--- src/rtl/sequence_detector_moore_verilog.sv ---
// -----------------------------------------------------------------------------
// sequence_detector_moore_verilog
//
// Purpose:
//   Moore-style serial detector for the bit pattern 1011, first-received bit
//   first. Overlapping matches are recognised: after a full match the FSM
//   keeps whatever suffix can still start the next pattern.
//
// Ports:
//   clock        in   1  rising-edge system clock
//   reset        in   1  asynchronous, active-high; forces IDLE immediately
//   sequence_in  in   1  serial data bit, sampled on each rising clock edge
//   detector_out out  1  high only while the FSM sits in S1011
//   state_o      out  3  current state encoding, for observation/debug
//
// Interface note:
//   There is no handshake. One bit is consumed on every rising edge that has
//   reset low, and the output is valid for the whole cycle that follows.
// -----------------------------------------------------------------------------
module sequence_detector_moore_verilog (
    input  logic       clock,
    input  logic       reset,
    input  logic       sequence_in,
    output logic       detector_out,
    output logic [2:0] state_o
);

    // States are named after the prefix of 1011 matched so far.
    typedef enum logic [2:0] {
        IDLE  = 3'd0,
        S1    = 3'd1,
        S10   = 3'd2,
        S101  = 3'd3,
        S1011 = 3'd4
    } state_t;

    state_t state_q;
    state_t state_d;

    // State register. Reset is asynchronous, so the output (decoded from this
    // register) drops as soon as reset rises, without waiting for an edge.
    always_ff @(posedge clock or posedge reset) begin
        if (reset) begin
            state_q <= IDLE;
        end else begin
            state_q <= state_d;
        end
    end

    // Next-state logic. Each arc keeps the longest suffix of the bits seen
    // so far that is still a prefix of 1011.
    always_comb begin
        state_d = IDLE;
        case (state_q)
            IDLE:    state_d = sequence_in ? S1    : IDLE;
            S1:      state_d = sequence_in ? S1    : S10;
            S10:     state_d = sequence_in ? S101  : IDLE;
            S101:    state_d = sequence_in ? S1011 : S10;
            // After 1011 the trailing "1" can start a new match; a "0" makes
            // the trailing "10" the live prefix.
            S1011:   state_d = sequence_in ? S1    : S10;
            // Encodings 5..7 are unreachable; fall back to IDLE.
            default: state_d = IDLE;
        endcase
    end

    // Moore output: pure decode of the registered state, no input term, so
    // it cannot glitch between edges.
    assign detector_out = (state_q == S1011);
    assign state_o      = state_q;

endmodule

--- config.mk ---
export PLATFORM = sky130hd
export DESIGN_NAME = sequence_detector_moore_verilog
export DESIGN_NICKNAME = d
export VERILOG_FILES = /design/src/rtl/sequence_detector_moore_verilog.sv
export SDC_FILE = /design/constraint.sdc
export NUM_CORES = 1
export LEC_CHECK = 0
export BUFFER_PORTS_ARGS = -buffer_cell sky130_fd_sc_hd__clkbuf_2
export CELL_PAD_IN_SITES_DETAIL_PLACEMENT = 1
export CELL_PAD_IN_SITES_GLOBAL_PLACEMENT = 1
export CORE_AREA = 2 2 39 41
export DETAILED_ROUTE_END_ITERATION = 7
export DIE_AREA = 0 0 41 43
export PLACE_DENSITY = 0.4
export SYNTH_ARGS = -nofsm -noshare
export SYNTH_HDL_FRONTEND = slang
export SYNTH_SLANG_ARGS = --single-unit
--- constraint.sdc ---
create_clock -name clock -period 3.4 [get_ports clock]
set_clock_uncertainty 0.1 [all_clocks]
set_input_delay 0.68 -clock clock [delete_from_list [all_inputs] [get_ports clock]]
set_output_delay 0.68 -clock clock [all_outputs]
set_load 0.05 [all_outputs]
==> impl_metrics.toml <==
[clocking]
cts_tree = "built"
postCtsHoldBufs = 0
htree_num_levels = 1
cts_buffers = 3
clockRootBuffer = "clkbuf_4"
clk_pin_slew_worst_paths_ns = 0.04
post_cts_buffers = 0
clock_latency_ns = 0.23
cts_buffer_depth = 2
cts_resized = 0
cts_sinks = 3

[critical_path]
required_ns = 2.62
crit_fanout = 8
worstPathArrival_ns = 1.19
r2r-start = "state_o[0]$_DFF_PP0_"
crit_type = "reg -> out"
startpoint_type = "flop"
startpoint = "state_o[2]$_DFF_PP0_"
end_kind = "output pin"

[detailed_routing]
drt.antenna.violating_nets = 0
drt-total-wl_um = 341
via_count = 128
drtPass1Iterations = 2
drt-initial-drc-count = 2
wl_per_cell_um = 8.74
drc = 0
vias_per_cell = 3.28

[final_layout]
n_antenna_cell = 0
fill_cells = 172
multiInputGateArea_um2 = 66.3
largest_reg_flops = 3
syn2layout_area_growth_pct = 52.6
layout_common_cells = "6 x clkbuf_2, 3 x clkbuf_4, 3 x dfrtp_1"
final_common_cell = "clkbuf_2"
finalNetCount = 27
seq_area_um2 = 75.1
drive_gt1_share_pct = 39.1

[synthesis]
syn_inst = 13
ys_ff_latch = 3
yosys_warnings = 0
ys_types = 10
syn_area_per_cell_um2 = 11.2
synth_fp_nets = 16
ys_seq_area_share_pct = 51.7
syn_area_um2 = 145

[timing]
setup_violations = 0
min_period_over_period_pct = 57.9
relSlewSlack_pct = 81.6
fmax_mhz = 508
drv_slew = 0
worst_slew_pin_slew_ns = 0.277
totalNegativeSetupSlack_ns = 0
final_hold_viol_count = 0
min_period_ns = 1.97
rsz0062_at_grt = "no"
setup_ws_ns = 1.43

[floorplanning]
die-area_um2 = 1760
io_pins = 7
rows = 14
initial_core_util_pct = 10.5
die_w_um = 41
core_um2 = 1380
die_height_um = 43

[global_route]
grt_pass1_wl_um = 469
grt_max_degree = 9
grt_pass1_vias = 122
track_usage_pct = 4.63
antenna_found_initial = 0
overflow = 0

[run_status]
outcome = "complete, no violations"

[power_and_ir_drop]
max-vdd-ir-drop_v = 0.0000705
power.density_nw_per_um2 = 584
p_leak_nw = 0.107

[placement]
place_congestion = 0.499
portBuffers = 6
pre_cts_ws_ns = 1.67

[job]
cap_violations = 0

[hold_path]
hold_path.class = "in -> async"
==> worst paths after layout <==
kind | end | slack [ns] | cells after the start
max in group asynchronous | state_o[0]$_DFF_PP0_ | 2.88 | 2
worst max-delay path | detector_out | 1.43 | 2
worst min register to register | state_o[2]$_DFF_PP0_ | 0.59 | 1
min in group clock | state_o[2]$_DFF_PP0_ | 0.59 | 1
worst max register to register | state_o[1]$_DFF_PP0_ | 2.22 | 2
worst min-delay path | state_o[2]$_DFF_PP0_ | 0.19 | 2
==> synthesized netlist by cell type <==
library cell | instances | area share [%]
and4b_1 | 1 | 6.9
o21a_1 | 1 | 5.2
nor3b_1 | 2 | 10
a21oi_1 | 1 | 3.4
dfrtp_1 | 3 | 52
nor4b_1 | 1 | 6.0
or3_1 | 1 | 4.3
inv_1 | 1 | 2.6
nor4bb_1 | 1 | 6.9
nor2_1 | 1 | 2.6
==> power breakdown <==
part           leakage [nW]  internal [mW]  switching, mW  total [mW]
Combinational        0.0538        0.00711         0.0164      0.0235
Sequential           0.0385         0.0389        0.00526      0.0442
Clock                0.0150         0.0439         0.0176      0.0616
==> through the flow <==
stage	cell area (um^2)	util (%)	total power [mW]	std cells	hold WS (ns)
2_1_floorplan	145	-	0.0614	13	0.334
3_3_place_gp	195	14.1	0.0680	35	0.430
3_5_place_dp	195	14.1	0.0683	35	0.434
4_1_cts	221	16.0	0.133	39	0.184
5_1_grt	221	16.0	0.139	39	0.197
6_report	221	16.0	0.129	39	0.189
==> cells by family (layout without fill, tap and decap cells) <==
group / Yosys count / after routing / share of synthesized area (%)
AND/OR/NAND/NOR: 7 / 7 / 37.1
flip-flops: 3 / 3 / 51.7
AO/OA/AOI/OAI: 2 / 2 / 8.62
buffers and inverters: 1 / 11 / 2.58
==> per-layer routing <==
metal | wire (um) | GRT usage [%] | share of wire, %
met5 | 0 | 0 | 0
met3 | 50 | 3.66 | 15
met4 | 0 | 6.00 | 0
met2 | 136 | 5.31 | 40
met1 | 153 | 4.21 | 45
==> worst max-delay path: stages (launching register included) <==
cell,delay (ns)
dfrtp_1,0.44
nor3b_1,0.21
clkbuf_2,0.30
==> final cells by class <==
class                      instances  share of cell area, %
inverter                           1                   1.69
sequential                         3                   33.9
clock buffer                       4                   11.9
multi-input combinational          9                   29.9
tap                               16                   9.04
timing repair buffer               6                   13.6
Power figures use the tool's default switching activity.
